### config.mk
export PLATFORM = sky130hd
export DESIGN_NAME = wb_write_arbiter
export DESIGN_NICKNAME = d
export VERILOG_FILES = /design/src/rtl/wb_write_arbiter.sv
export SDC_FILE = /design/constraint.sdc
export NUM_CORES = 1
export LEC_CHECK = 0
export CELL_PAD_IN_SITES_DETAIL_PLACEMENT = 0
export CELL_PAD_IN_SITES_GLOBAL_PLACEMENT = 1
export CORE_UTILIZATION = 42
export CTS_BUF_LIST = sky130_fd_sc_hd__clkbuf_4
export CTS_CLUSTER_DIAMETER = 30
export DETAILED_ROUTE_END_ITERATION = 6
export PLACE_DENSITY = 0.85
export SLEW_MARGIN = 10
export SYNTH_ARGS = -nofsm -noshare
export SYNTH_HDL_FRONTEND = slang
export SYNTH_SLANG_ARGS = --single-unit
### constraint.sdc
create_clock -name clk -period 2.68 [get_ports clk]
set_input_delay 0.536 -clock clk [delete_from_list [all_inputs] [get_ports clk]]
set_output_delay 0.536 -clock clk [all_outputs]
set_load 0.05 [all_outputs]
### src/rtl/wb_write_arbiter.sv
`default_nettype none
// ============================================================================
// Module      : wb_write_arbiter
// Description : Merges a priority ALU result stream and a FIFO-buffered
//               long-latency result stream onto one registered regfile port.
// Revision    : 1.0 - initial release
// ============================================================================
module wb_write_arbiter #(
    parameter int DATA_WIDTH   = 32,
    parameter int NUM_REGS     = 32,
    parameter int FIFO_DEPTH   = 4,
    parameter int STARVE_LIMIT = 8
) (
    input  logic                          clk,
    input  logic                          rst,
    input  logic                          alu_valid,
    output logic                          alu_ready,
    input  logic [$clog2(NUM_REGS)-1:0]   alu_rd,
    input  logic [DATA_WIDTH-1:0]         alu_data,
    input  logic                          ll_valid,
    output logic                          ll_ready,
    input  logic [$clog2(NUM_REGS)-1:0]   ll_rd,
    input  logic [DATA_WIDTH-1:0]         ll_data,
    output logic                          we,
    output logic [$clog2(NUM_REGS)-1:0]   waddr,
    output logic [DATA_WIDTH-1:0]         wdata,
    output logic [$clog2(FIFO_DEPTH):0]   fifo_count
);

    localparam int C_AW = $clog2(NUM_REGS);
    localparam int C_PW = $clog2(FIFO_DEPTH);
    localparam int C_CW = C_PW + 1;
    localparam int C_SW = $clog2(STARVE_LIMIT) + 1;

    localparam logic [C_SW-1:0] C_STARVE_MAX = C_SW'(STARVE_LIMIT - 1);
    localparam logic [C_CW-1:0] C_FULL       = C_CW'(FIFO_DEPTH);

    localparam logic [0:0] C_ST_NORMAL = 1'b0;
    localparam logic [0:0] C_ST_FORCE  = 1'b1;

    logic [0:0]            r_state;
    logic [0:0]            w_state_next;

    logic [C_PW-1:0]       r_wr_ptr;
    logic [C_PW-1:0]       r_rd_ptr;
    logic [C_CW-1:0]       r_count;
    logic [C_SW-1:0]       r_starve;

    logic [FIFO_DEPTH-1:0] r_live;
    logic [C_AW-1:0]       r_mem_rd   [FIFO_DEPTH];
    logic [DATA_WIDTH-1:0] r_mem_data [FIFO_DEPTH];

    logic                  r_we;
    logic [C_AW-1:0]       r_waddr;
    logic [DATA_WIDTH-1:0] r_wdata;

    logic                  w_full;
    logic                  w_empty;
    logic                  w_alu_xfer;
    logic                  w_push;
    logic                  w_pop;

    assign w_full     = (r_count == C_FULL);
    assign w_empty    = (r_count == '0);
    assign ll_ready   = !rst && !w_full;
    assign w_alu_xfer = alu_valid && alu_ready;
    // x0 writes from the long-latency side are accepted but never buffered.
    assign w_push     = ll_valid && ll_ready && (ll_rd != '0);

    // ---------------- FSM: state register ----------------
    always_ff @(posedge clk) begin
        if (rst) begin
            r_state <= C_ST_NORMAL;
        end else begin
            r_state <= w_state_next;
        end
    end

    // ---------------- FSM: next state ----------------
    always_comb begin
        w_state_next = r_state;
        case (r_state)
            C_ST_NORMAL: begin
                if ((r_starve == C_STARVE_MAX) && !w_empty && !w_pop) begin
                    w_state_next = C_ST_FORCE;
                end
            end
            default: w_state_next = C_ST_NORMAL;
        endcase
    end

    // ---------------- FSM: outputs ----------------
    always_comb begin
        alu_ready = 1'b0;
        w_pop     = 1'b0;
        case (r_state)
            C_ST_NORMAL: begin
                alu_ready = !rst;
                w_pop     = !w_empty && !(alu_valid && !rst);
            end
            default: begin
                w_pop = !w_empty;
            end
        endcase
    end

    // ---------------- FIFO bookkeeping ----------------
    always_ff @(posedge clk) begin
        if (rst) begin
            r_wr_ptr <= '0;
            r_rd_ptr <= '0;
            r_count  <= '0;
            r_starve <= '0;
            r_live   <= '0;
        end else begin
            if (w_push) begin
                r_wr_ptr <= r_wr_ptr + 1'b1;
            end
            if (w_pop) begin
                r_rd_ptr <= r_rd_ptr + 1'b1;
            end
            case ({w_push, w_pop})
                2'b10:   r_count <= r_count + C_CW'(1);
                2'b01:   r_count <= r_count - C_CW'(1);
                default: r_count <= r_count;
            endcase

            if (w_pop || w_empty) begin
                r_starve <= '0;
            end else if (r_starve != C_STARVE_MAX) begin
                r_starve <= r_starve + C_SW'(1);
            end

            // A younger ALU write kills older buffered writes to the same
            // register; the push below overrides for the entry entering now.
            for (int i = 0; i < FIFO_DEPTH; i++) begin
                if (w_alu_xfer && (alu_rd != '0) && (r_mem_rd[i] == alu_rd)) begin
                    r_live[i] <= 1'b0;
                end
            end
            if (w_push) begin
                r_live[r_wr_ptr] <= 1'b1;
            end
        end
    end

    always_ff @(posedge clk) begin
        if (w_push) begin
            r_mem_rd[r_wr_ptr]   <= ll_rd;
            r_mem_data[r_wr_ptr] <= ll_data;
        end
    end

    // ---------------- Registered write port ----------------
    always_ff @(posedge clk) begin
        if (rst) begin
            r_we    <= 1'b0;
            r_waddr <= '0;
            r_wdata <= '0;
        end else begin
            r_we <= 1'b0;
            if (w_alu_xfer) begin
                if (alu_rd != '0) begin
                    r_we    <= 1'b1;
                    r_waddr <= alu_rd;
                    r_wdata <= alu_data;
                end
            end else if (w_pop && r_live[r_rd_ptr]) begin
                r_we    <= 1'b1;
                r_waddr <= r_mem_rd[r_rd_ptr];
                r_wdata <= r_mem_data[r_rd_ptr];
            end
        end
    end

    assign we         = r_we;
    assign waddr      = r_waddr;
    assign wdata      = r_wdata;
    assign fifo_count = r_count;

endmodule
`default_nettype wire
======== Yosys cells after proc, flatten, opt, wreduce, memory -nomap -nowiden ========
Memory sizes are Yosys's and may differ from the RTL's. A register that Yosys moved wholly into a read port is not among the register bits.
Cells that the tools add are included.
word-level totals
  register bits ........................... 54
  bits in writable memories ............... 148
  input bits .............................. 78
  output and inout port bits .............. 43
  word-level logic and storage cells ...... 91
  memories kept ........................... 2
cells by class
  add/sub/neg operators ................... 5
  $lt $le $gt $ge ......................... 3
  equal/unequal tests ..................... 10
  muxes and demuxes ....................... 32
  bitwise logic cells ..................... 1
  reductions and logical operators ........ 29
memory list
  name        depth  bits a word  read ports  clocked after memory_dff  write ports  RTL line  text
  r_mem_data  4      32           1           1                         1            51        logic [DATA_WIDTH-1:0] r_mem_data [FIFO_DEPTH];
  r_mem_rd    4      5            5           1                         1            50        logic [C_AW-1:0] r_mem_rd [FIFO_DEPTH];
operator list
  kind                   number
  $mux W32               3
  $eq A5 B5 Y1           4
  $mux W1                18
  $logic_and A1 B1 Y1    15
  $mux W5                3
  $reduce_bool A5 Y1     2
  $mux W2                4
  $lt A2 B3 Y1 const B   2
  $pmux W3 S2            1
  $logic_not A1 Y1       5
  $add A2 B1 Y2 const B  2
  $add A4 B1 Y4 const B  1
  $eq A4 B3 Y1 const B   1
  $mux W4                1
  $ne A4 B3 Y1 const B   1
  $or A4 B4 Y4           1
  $reduce_bool A2 Y1     2
  $reduce_or A2 Y1       2
  $add A3 B1 Y3 const B  1
  $eq A3 B3 Y1 const B   1
  $logic_not A3 Y1       1
  $sub A3 B1 Y3 const B  1
  $bmux W1 S2            1
  $demux W1 S2           1
  6 further kinds        6

======== Longest topological paths before layout ========
Gate-level depths: netlist (run 1).
  depth after elaboration ................. 9
  mapped depth ............................ 10
  gate-level depth less buffers ........... 9

======== Worst setup path before layout (run 1) ========
Ideal clock, no wire load.
  path type ............................... input-to-reg
  start ................................... in ll_rd[1]
  end ..................................... reg r_count[2] (netlist: fifo_count[2])
  setup time .............................. 0.071 ns
  data arrival time ....................... 2.565 ns
  required time ........................... 2.609 ns
  slack ................................... 0.044 ns
  stages .................................. 9
  buffers on the path ..................... 0
  cell sequence ........................... or4_1 -> o2111a_1 -> inv_1 -> ha_1 -> inv_1 -> fa_1 -> xor2_1 -> or3_1 -> a21oi_1
between the ends
  longest elaborated chain between the ends .. 4
  elaborated cells between the ends (all ways) .. 6
  those cells by class .................... eq/ne (2); mux (1); reduce/logical (3)
ends and longest elaborated chain
  element                                            RTL line  text
  from (decl)                                        22        input logic [$clog2(NUM_REGS)-1:0] ll_rd,
  $reduce_bool A5 Y1 (*)                             68        assign w_push = ll_valid && ll_ready && (ll_rd != '0);
  $logic_and A1 B1 Y1 (*)                            68
  $eq A2 B1 Y1 or $eq A2 B2 Y1 (tied branches)       122       case ({w_push, w_pop})
  $pmux W3 S2 or $reduce_bool A2 Y1 (tied branches)  n/a
  to (signal assigned)                               123       2'b10: r_count <= r_count + C_CW'(1);
  to (signal assigned)                               124       2'b01: r_count <= r_count - C_CW'(1);
  to (signal assigned)                               125       default: r_count <= r_count;
  to (decl)                                          46        logic [C_CW-1:0] r_count;
Every way passes the cells marked *; elsewhere a longest branch is shown, timed or not.
A chain may end at the register's enable or synchronous reset.

======== Final worst setup path (run 1) ========
  start ................................... in ll_rd[0]
  end ..................................... reg r_count[2] (netlist: fifo_count[2])
The elaborated chain is that of the path after synthesis.

==> results.ini, run 1 <==
[status]
status = finished, final reports clean

[critical_path]
startpoint_type = primary input
required_ps = 3200
reg2reg_from = fifo_count[2]
critical_path.cell_chain = clkdlybuf4s50_1 -> or4_1 -> o2111a_1 -> inv_1 -> ha_1 -> inv_1 -> fa_1 -> xor2_1 -> or3_1 -> a21oi_1
cp.arrival_ps = 3100
worst_r2r_path_depth = 9
crit_fanout = 5
end_kind = register
slowest_delay_ps = 560
slowest_stage = or4_1
regToRegSetupSlack_ps = 310
crit_top_cell = inv_1
r2r-end = fifo_count[2]
crit_type = in2reg

[cts]
post_cts_buffers = 0
hold_buffers = 0
clock_sinks = 204
ctsResizeCount = 0
cts_tree = done
clock_latency_ps = 620
cts_buffers = 49
clk_pin_slew_ps = 70
cts_max_level = 2
cts_buffer_depth = 3
cts_root_buf = clkbuf_4

[timing]
final_max_slew_viol_count = 0
hold_slack_ps = 290.9
timing.final.crit_share = 0.9616
rsz0062_at_grt = false
worstMarginPinSlew_ps = 671.8
period_needed_ps = 2577
setup_viol = 0
hold_viol = 0
skew_ps = 30.68
timing.fmax_ghz = 0.3880
slew_headroom = 0.5521

[global_routing]
grt_max_degree = 46
grt_pass1_wl_mm = 29.63
gr-total-overflow = 0
globalRouteTotalUtil = 0.1955
grt_pass1_vias = 5547
antenna_found_initial = 1

[place]
io_buffers = 120
dp_cells = 904
dp_hpwl_mm = 12.51
gp_congestion = 0.8075

[synthesis]
async_flop_share = 0
ys_warn_count = 0
syn_avg_cell_area_um2 = 15.55
ys.flop_type = edfxtp_1
synth_nets = 612
synthCells = 527
synth_area_um2 = 8194
ys_ff_latch = 204
synth_edf_count = 148
yosys.cell_types.count = 33
synth_seq_area_share = 0.6792

[detailed_routing]
via_count = 5271
wl_mm = 18.88
drt_iter0_drc = 238
vias_per_cell = 5.303
dr.pass1.iters = 4
routedWlPerCell_um = 18.99
drc = 0
ant_nets = 0

[power]
power_density_nw_per_um2 = 856.0
peakVddDrop_uv = 388.4
leakage_nw = 3.617

[floorplanning]
die_x_um = 141.7
rows = 50
die_area_um2 = 20070
start_util = 0.4337
core_area_um2 = 18890
ios = 121
dieHeight_um = 141.7

[worst_hold_path]
hp-start = ll_rd[1]
min_path_cells = 1
min_to = r_mem_rd[2][1]
hold_class = in2reg

[cells_and_area]
mostFrequentLayoutCells = edfxtp_1 (148), clkdlybuf4s50_1 (117), clkbuf_4 (76)
multi_input_area_um2 = 2437
layout_commonest_cell = edfxtp_1
fill_cells = 1482
drive_above_1_share = 0.2592
finalNonFillerCells = 994
final-seq-area_um2 = 5568
area_delta_synth_final_pct = 30.42
fin_nets = 780

[flow_run]
drv_cap = 0

[worst max path at each step]
stage          startpoint            end  slack, ps  cells after the start
5_1_grt          ll_rd[0]  fifo_count[2]        0.5                     10
4_1_cts          ll_rd[1]  fifo_count[2]         80                     10
6_report         ll_rd[0]  fifo_count[2]        100                     10
3_5_place_dp     ll_rd[1]  fifo_count[2]       -580                     10
2_1_floorplan    ll_rd[1]  fifo_count[2]         40                      9
3_3_place_gp     ll_rd[1]  fifo_count[2]       -480                     10
[worst max-delay path, delay by kind of cell]
| kind | cells | cell delay, ps |
|---|---|---|
| buf+inv | 3 | 590 |
| simple gates | 2 | 870 |
| xor+xnor | 1 | 160 |
| compound gates | 2 | 410 |
| fa+ha+maj | 2 | 530 |
[per-stage QoR]
stage	worst slack [ps]	power [mW]	TNS (ps)	utilization	cell area, µm²
after global routing	0.4956	9.594	0	0.5656	10690
after detailed placement	-579.5	6.600	-14590	0.5297	10010
after floorplan	43.99	5.686	0	-	8194
final	102.9	9.148	0	0.5656	10690
after global placement	-482.6	6.532	-6364	0.5297	10010
after CTS	83.10	9.256	0	0.5654	10680
[final cells by class]
cell class	count	area share
sequential	204	0.5210
multi-input combinational	277	0.2281
timing repair buffer	156	0.1548
clock buffer	76	0.05339
tap	260	0.03044
clock inverter	13	0.009601
inverter	7	0.002459
antenna	1	0.0002342
[logic make-up (layout without fill, tap and decap cells)]
family / Yosys count / after routing / synth area share
xor gates and xnor gates: 26 / 26 / 0.02779
DFF: 204 / 204 / 0.6792
and+or+nand+nor: 156 / 156 / 0.08551
AOI/OAI and AO/OA: 48 / 48 / 0.06383
buffers and inverters: 46 / 252 / 0.02519
muxes: 40 / 40 / 0.1069
other: 0 / 1 / 0
adders and majority gates: 7 / 7 / 0.01160
[routing by layer]
layer / part of all wire / global-route usage / wire, µm / vias up
met4: 0.011 / 0.06282 / 206 / 0
met2: 0.51 / 0.3334 / 9691 / 167
met5: 0 / 0 / 0 / -
li1: - / - / - / 2410
met3: 0.061 / 0.04556 / 1154 / 15
met1: 0.41 / 0.2468 / 7826 / 2679
[synthesized netlist by cell type (all sizes together) (2+ instances only)]
library cell | n | area (µm²)
a31o | 4 | 35.03
edfxtp | 148 | 4444
clkbuf | 24 | 90.09
and2 | 8 | 50.05
o21ai | 2 | 10.01
or3b | 2 | 17.52
xnor2 | 11 | 96.34
mux4 | 38 | 855.8
inv | 7 | 26.28
mux2i | 2 | 20.02
a21oi | 4 | 23.77
ha | 6 | 75.07
nand4 | 4 | 25.02
or3 | 2 | 12.51
xor2 | 15 | 131.4
buf | 15 | 90.08
nor3 | 43 | 215.2
nand3 | 3 | 15.01
nand2 | 75 | 281.5
dfxtp | 56 | 1121
nor2 | 15 | 56.30
a311oi | 37 | 442.9
[registers in the layout, summed over array words and instances (netlist names), named ones only]
signal      flops
r_live          4
fifo_count      3
r_starve        4
r_wr_ptr        2
r_mem_rd       20
r_rd_ptr        2
we              1
r_mem_data    128
r_state         1
waddr           5
wdata          32
[report_power, final]
group          internal [mW]  leakage [nW]  switching [mW]
registers               3.68          1.80           0.170
clock network           1.48         0.398            1.15
logic                   1.19          1.41            1.48
(Power assumes the default switching activity.)
==> run 2: changes to the inputs <==
--- a/config.mk
+++ b/config.mk
@@ -11,6 +11,7 @@
 export CTS_BUF_LIST = sky130_fd_sc_hd__clkbuf_4
 export CTS_CLUSTER_DIAMETER = 30
 export DETAILED_ROUTE_END_ITERATION = 6
+export GPL_TIMING_DRIVEN = 0
 export PLACE_DENSITY = 0.85
 export SLEW_MARGIN = 10
 export SYNTH_ARGS = -nofsm -noshare
==> results.ini, run 2 (same netlist as run 1, synthesis figures left out) <==
[critical_path]
crit_fanout = 6  ; +1
required_ps = 3240  ; +40 ps
cp-startpoint = ll_rd[3]
end_kind = register
startpoint_type = primary input
reg2reg_from = r_state
regToRegSetupSlack_ps = 190  ; -120 ps
critical_path.cell_chain = clkdlybuf4s50_1 -> or4_4 -> o2111a_2 -> inv_1 -> ha_1 -> inv_1 -> fa_1 -> xor2_1 -> or3_1 -> a21oi_1
crit_top_cell = inv_1
crit_type = in2reg
endpoint = fifo_count[2]
slowest_stage = or4_4
worst_r2r_path_depth = 10  ; +1
slowest_delay_ps = 510  ; -50 ps
cp.arrival_ps = 3150  ; +50 ps
r2r-end = fifo_count[2]

[cts]
hold_buffers = 0  ; unchanged
cts_max_level = 2  ; unchanged
cts_buffers = 50  ; +2.0%
cts_buffer_depth = 3  ; unchanged
clk_pin_slew_ps = 60  ; about the same
clock_latency_ps = 650  ; +30 ps
cts_tree = done
clock_sinks = 204  ; unchanged
cts_root_buf = clkbuf_4

[place]
placed_area_um2 = 9778  ; -2.3%
dp_hpwl_mm = 13.42  ; +7.3%
dp_cells = 906  ; +0.22%
io_buffers = 115  ; -4.2%
gp_congestion = 0.8199  ; +1.5%

[floorplanning]
dieHeight_um = 141.7  ; unchanged
start_util = 0.4337  ; unchanged
die_x_um = 141.7  ; unchanged
die_area_um2 = 20070  ; unchanged
ios = 121  ; unchanged
core_area_um2 = 18890  ; unchanged
rows = 50  ; unchanged

[worst_hold_path]
min_path_cells = 1  ; unchanged
hold_class = in2reg

[detailed_routing]
vias_per_cell = 5.242  ; -1.1%
routedWlPerCell_um = 19.40  ; +2.1%
wl_mm = 19.40  ; +2.7%
ant_nets = 0  ; unchanged
dr.pass1.iters = 5  ; +1
drc = 0  ; unchanged
drt_iter0_drc = 305  ; +28%
via_count = 5242  ; -0.55%

[timing]
worstMarginPinSlew_ps = 805.9  ; +134.1 ps
timing.final.crit_share = 0.9685  ; +0.006955
skew_ps = 23.83  ; -6.852 ps
final_max_slew_viol_count = 0  ; unchanged
rsz0062_at_grt = false
timing.fmax_ghz = 0.3853  ; -0.72%
period_needed_ps = 2596  ; +18.64 ps
hold_viol = 0  ; unchanged
slew_headroom = 0.4627  ; -0.08940
setup_viol = 0  ; unchanged

[cells_and_area]
drive_above_1_share = 0.2287  ; -0.03052
regMostFlops = r_mem_data
finalNonFillerCells = 1000  ; +0.60%
area_delta_synth_final_pct = 27.87
layout_commonest_cell = edfxtp_1
final_area_um2 = 10480  ; -2.0%
largest_register_ff_count = 128  ; unchanged
fin_nets = 784  ; +0.51%
mostFrequentLayoutCells = edfxtp_1 (148), clkdlybuf4s50_1 (112), nand2_1 (75)

[flow_run]
drv_cap = 0  ; unchanged

[status]
status = finished, final reports clean

[power]
leakage_nw = 3.526  ; -2.5%
power_mw = 9.095  ; -0.58%
power_density_nw_per_um2 = 868.0  ; +1.4%
peakVddDrop_uv = 382.4  ; -1.6%

[global_routing]
gr-total-overflow = 0  ; unchanged
grt_pass1_wl_mm = 30.37  ; +2.5%
antenna_found_initial = 1  ; unchanged
grt_pass1_vias = 5731  ; +3.3%
grt_max_degree = 23  ; -50%
globalRouteTotalUtil = 0.2015  ; +0.006014

## run 2: cell types whose count changed in the layout (fill, tap and decap cells not counted), sizes merged
cell           previous run  this run
clkbuf                   76        97
buf                      38        20
clkdlybuf4s50           117       112
clkinv                   11        16
clkdlybuf4s15             0         1
dlygate4sd2               0         1
inv                       7         8
## run 2: stage by stage
step / TNS (ps) / setup slack, ps / hold WS [ps] / util
global placement: -199690 / -1288 / 473.4 / 0.5119
global route: 0 / 10.83 / 224.9 / 0.5546
finish: 0 / 84.30 / 244.3 / 0.5546
CTS: 0 / 4.759 / 268.5 / 0.5538
detailed placement: -56720 / -838.9 / 481.3 / 0.5176
floorplan: 0 / 43.99 / 462.2 / -
## run 2: per-layer routing
metal	track usage	routed length, µm
met3	0.04016	1033
met5	0	0
met1	0.2490	7965
met4	0.08885	579
met2	0.3440	9817
## run 2: cell type report
type	count	area, µm²
fill	1562	8416
sequential	204	5565
multi-input combinational	277	2432
timing repair buffer	120	1264
clock buffer	73	548.0
tap	260	325.3
buffer	39	185.2
clock inverter	19	128.9
inverter	7	26.28
antenna	1	2.502
## run 2: power breakdown
part / internal, mW / switching, mW / leakage [nW]
clock network: 1.45 / 1.22 / 0.403
registers: 3.67 / 0.156 / 1.80
logic: 1.10 / 1.49 / 1.32
## run 2: critical path, delay by kind of cell
kind	cells	cell delay, ps
simple gates	2	810
fa+ha+maj	2	560
xor+xnor	1	160
buf+inv	3	610
compound gates	2	470
## run 2: what timing repair did
action                     CTS  global route
setup buffers                0             1
pin swaps                    0             0
gates cloned                 0             0
resized for setup            8             3
setup endpoints to repair    2             1
## run 2: worst min path at each step
stage	from	end	slack (ps)
2_1_floorplan	r_live[1]	r_live[1]	460
3_3_place_gp	r_live[0]	r_live[0]	470
3_5_place_dp	r_live[0]	r_live[0]	480
4_1_cts	alu_rd[4]	waddr[4]	270
5_1_grt	ll_rd[1]	r_mem_rd[2][1]	220
6_report	ll_rd[1]	r_mem_rd[2][1]	240
